<file path="src/rtl/uart_rx.sv">
// 8N1 asynchronous serial receiver, LSB first, with centre-of-bit sampling.
// Presents each good byte with a one-cycle valid strobe; a low stop bit gives a frame-error strobe.
module uart_rx #(
    parameter int CLKS_PER_BIT = 434
) (
    input  logic       clk,
    input  logic       nrst,
    input  logic       rx,
    output logic [7:0] rx_data,
    output logic       rx_valid,
    output logic       frame_err,
    output logic       busy
);

    // state     | meaning
    // IDLE      | line idle, waiting for a low on rxs
    // START     | timing to the centre of the start bit to reject glitches
    // DATA      | sampling eight data bits at their centres
    // STOP      | sampling the stop bit
    // WAIT_IDLE | after a framing error, waiting for the line to return high
    localparam logic [2:0] IDLE      = 3'd0;
    localparam logic [2:0] START     = 3'd1;
    localparam logic [2:0] DATA      = 3'd2;
    localparam logic [2:0] STOP      = 3'd3;
    localparam logic [2:0] WAIT_IDLE = 3'd4;

    localparam logic [15:0] BIT_LAST  = 16'(CLKS_PER_BIT - 1);
    localparam logic [15:0] HALF_LAST = 16'(CLKS_PER_BIT / 2 - 1);

    logic        rx_meta;
    logic        rxs;
    logic [2:0]  state;
    logic [15:0] cnt;
    logic [2:0]  bit_idx;
    logic [7:0]  shift;

    // Reset to 1 so a released reset does not look like a start edge unless rx is really low.
    always_ff @(posedge clk or negedge nrst) begin
        if (!nrst) begin
            rx_meta <= 1'b1;
            rxs     <= 1'b1;
        end else begin
            rx_meta <= rx;
            rxs     <= rx_meta;
        end
    end

    always_ff @(posedge clk or negedge nrst) begin
        if (!nrst) begin
            state     <= IDLE;
            cnt       <= 16'd0;
            bit_idx   <= 3'd0;
            shift     <= 8'h00;
            rx_data   <= 8'h00;
            rx_valid  <= 1'b0;
            frame_err <= 1'b0;
        end else begin
            rx_valid  <= 1'b0;
            frame_err <= 1'b0;
            case (state)
                IDLE: begin
                    cnt <= 16'd0;
                    if (!rxs) begin
                        state <= START;
                    end
                end
                START: begin
                    if (cnt == HALF_LAST) begin
                        cnt <= 16'd0;
                        if (!rxs) begin
                            state   <= DATA;
                            bit_idx <= 3'd0;
                        end else begin
                            state <= IDLE;
                        end
                    end else begin
                        cnt <= cnt + 16'd1;
                    end
                end
                DATA: begin
                    if (cnt == BIT_LAST) begin
                        cnt     <= 16'd0;
                        shift   <= {rxs, shift[7:1]};
                        bit_idx <= bit_idx + 3'd1;
                        if (bit_idx == 3'd7) begin
                            state <= STOP;
                        end
                    end else begin
                        cnt <= cnt + 16'd1;
                    end
                end
                STOP: begin
                    if (cnt == BIT_LAST) begin
                        cnt <= 16'd0;
                        if (rxs) begin
                            rx_data  <= shift;
                            rx_valid <= 1'b1;
                            state    <= IDLE;
                        end else begin
                            frame_err <= 1'b1;
                            state     <= WAIT_IDLE;
                        end
                    end else begin
                        cnt <= cnt + 16'd1;
                    end
                end
                WAIT_IDLE: begin
                    cnt <= 16'd0;
                    if (rxs) begin
                        state <= IDLE;
                    end
                end
                default: begin
                    state <= IDLE;
                    cnt   <= 16'd0;
                end
            endcase
        end
    end

    assign busy = (state != IDLE);

endmodule
</file>
<file path="config.mk">
export PLATFORM = sky130hd
export DESIGN_NAME = uart_rx
export DESIGN_NICKNAME = d
export VERILOG_FILES = /design/src/rtl/uart_rx.sv
export SDC_FILE = /design/constraint.sdc
export NUM_CORES = 1
export LEC_CHECK = 0
export CORE_MARGIN = 1
export CORE_UTILIZATION = 42
export DETAILED_ROUTE_END_ITERATION = 12
export PLACE_DENSITY_LB_ADDON = 0.2
export SLEW_MARGIN = 20
export SYNTH_ARGS = -nofsm -noshare
export SYNTH_HDL_FRONTEND = slang
export SYNTH_SLANG_ARGS = --single-unit
export TNS_END_PERCENT = 5
</file>
<file path="constraint.sdc">
create_clock -name clk -period 4.3 [get_ports clk]
set_input_delay 1.075 -clock clk [delete_from_list [all_inputs] [get_ports clk]]
set_output_delay 1.075 -clock clk [all_outputs]
set_load 0.01 [all_outputs]
</file>
==> flow_summary.yaml <==
routing:
  drt_iter0_drc: 40
  drt-total-wl_mm: 3.38
  vias: 1290
  drc: 0
  viasPerCell: 5.44
  detail-route-antenna-nets: 0
  first_pass_iters: 4
  wl_per_cell_um: 14.3
timing:
  setup_violations: 0
  skew_ns: 0.0106
  slew_headroom_pct: 38.6
  timing.final.crit_share_pct: 63.4
  fmax_mhz: 367
  finalHoldViolCount: 0
  timing.hold.ws_ns: 0.364
  rsz0062_at_grt: "false"
  tns_ns: 0
  min_period_ns: 2.73
  drv_slew: 0
  tightest_slew_ns: 0.922
placement:
  gp_congestion: 0.781
  dp_hpwl_mm: 2.38
  io_buffer_count: 13
critical_path:
  crit_path_end_kind: "output pin"
  path_class: "register to output pin"
  crit_arrival_ns: 1.65
  crit_fanout: 12
  cp.required_ns: 3.22
  start_kind: "register"
clocking:
  cts_hold_buf: 0
  cts.repair.resized: 0
  cts_buffer_depth: 2
  insertion_delay_ns: 0.30
  postCtsSetupRepairBufs: 0
  root_buffer: "clkbuf_8"
  clkTransAtPathRegs_ns: 0.08
  htree_levels: 2
  cts_sinks: 42
  cts_tree: "done"
  cts_made_buffers: 5
final_layout:
  final_common_cell: "dfrtp_1"
  fin_nets: 192
  diodes: 0
  fin_util_pct: 50.3
  area_growth_pct: 13.0
  drive_above_1_share_pct: 18.4
  final_cell_mix: "dfrtp_1, nor2_1, mux2_2"
floorplanning:
  row_count: 24
  chipWidth_um: 70.6
  die_y_um: 70.6
  coreArea_mm2: 0.00444
  io_pins: 14
  start_util_pct: 44.5
  die-area_mm2: 0.00498
synthesis:
  synthAdderAreaFrac_pct: 3.17
  synth_cell_types: 35
  postSynthAreaPerCell_um2: 11.7
  mappedNetlistArea_mm2: 0.00198
  yosysSeqAreaShare_pct: 53.3
  synthSimpleGateAreaFrac_pct: 19.6
  synth_compound_area_share_pct: 4.75
  syn_inst: 169
  synth_top_family_by_area: "simple AND/OR/NAND/NOR gates"
  yosys_warnings: 0
  synthesis.nets: 177
  yosys-mux-area-fraction_pct: 10.6
  synthXorXnorAreaFrac_pct: 6.21
  synth-seq-cells: 42
power_and_ir_drop:
  powerDensity_mw_per_mm2: 297
  leakagePower_nw: 1.03
  power_uw: 664
  peakVddDrop_mv: 0.202
run_status:
  status: "completed"
grt:
  grt_usage_pct: 15.2
  grt_pass1_vias: 1245
  overflow: 0
  antenna_found_initial: 0
  grt_max_degree: 43
  grt_pass1_wl_mm: 5.93
run:
  cap_violations: 0
min_path:
  hp-class: "register to register"
-- final timing paths --
check                          from       end  slack (ns)  cells after the start
hold / removal              rx_meta       rxs        0.36                      0
min in group asynchronous      nrst  shift[5]        0.90                      1
hold reg to reg             rx_meta       rxs        0.36                      0
setup / recovery           state[0]      busy        1.57                      2
setup reg to reg             cnt[2]   cnt[15]        1.88                      4
max in group asynchronous      nrst   cnt[11]        2.80                      1
-- metal layers --
layer	vias up	GRT usage [%]	share of wire, %
li1	628	-	-
met1	643	20.1	49
met2	13	24.7	48
met3	6	3.85	2.3
met4	0	4.67	1.5
met5	-	0	0
-- critical path: stages, from the launching register on --
cell,delay (ns)
dfrtp_1,0.53
or3_1,0.36
clkdlybuf4s50_1,0.48
-- layout make-up --
| type | count | area, um2 |
|---|---|---|
| Fill cell | 404 | 2210 |
| Sequential cell | 42 | 1050 |
| Multi-Input combinational cell | 117 | 877 |
| Timing Repair Buffer | 13 | 125 |
| Clock buffer | 5 | 68.8 |
| Tap cell | 52 | 65.1 |
| Clock inverter | 3 | 25.0 |
| Inverter | 5 | 18.8 |
-- metrics by stage --
stage               std cells  area [um2]  setup slack (ns)
detailed placement        229        2140              1.88
finish                    237        2230              1.57
global route              237        2230              1.52
floorplan                 169        1980              2.09
global placement          229        2140              1.91
CTS                       237        2230              1.57
-- logic make-up (layout without fill, tap and decap cells) --
logic type	after synthesis	count (layout)
adders and majority gates	5	5
and+or+nand+nor	67	67
AOI/OAI and AO/OA	12	12
buffers and inverters	10	26
DFF	42	42
xor gates and xnor gates	14	14
muxes	19	19
-- cells in the mapped netlist --
master | instances | area (um2)
a2111oi_0 | 1 | 8.76
a211oi_1 | 1 | 7.51
a21oi_1 | 3 | 15.0
a32o_1 | 1 | 10.0
a32oi_4 | 1 | 27.5
and3_1 | 2 | 12.5
and4_1 | 1 | 8.76
buf_6 | 1 | 11.3
clkbuf_1 | 4 | 15.0
dfrtp_1 | 40 | 1000
dfstp_2 | 2 | 52.6
ha_1 | 5 | 62.6
inv_1 | 5 | 18.8
mux2_2 | 16 | 180
mux2i_1 | 3 | 30.0
nand2_1 | 5 | 18.8
nand2b_1 | 1 | 6.26
nand3_1 | 7 | 35.0
nand3b_1 | 3 | 22.5
nand4_1 | 5 | 31.3
nand4_2 | 1 | 12.5
nand4b_1 | 1 | 8.76
nor2_1 | 23 | 86.3
nor2b_1 | 2 | 12.5
nor3_1 | 3 | 15.0
nor4_1 | 3 | 18.8
nor4_4 | 1 | 21.3
o21ai_0 | 5 | 25.0
or2_2 | 1 | 6.26
or3_1 | 3 | 18.8
or4_1 | 1 | 7.51
or4_4 | 3 | 33.8
or4bb_1 | 1 | 11.3
xnor2_1 | 10 | 87.6
xor2_1 | 4 | 35.0
-- sequential cells by signal, summed over array words and instances (netlist names) --
signal	count
bit_idx	3
state	3
frame_err	1
rxs	1
rx_meta	1
shift	8
rx_data	8
cnt	16
rx_valid	1
-- where the power goes --
group          leakage [nW]  internal, mW  switching (mW)
combinational         0.420       0.00176         0.00803
clock                0.0447         0.117           0.140
sequential            0.565         0.396         0.00119
Power figures use the tool's default switching activity.
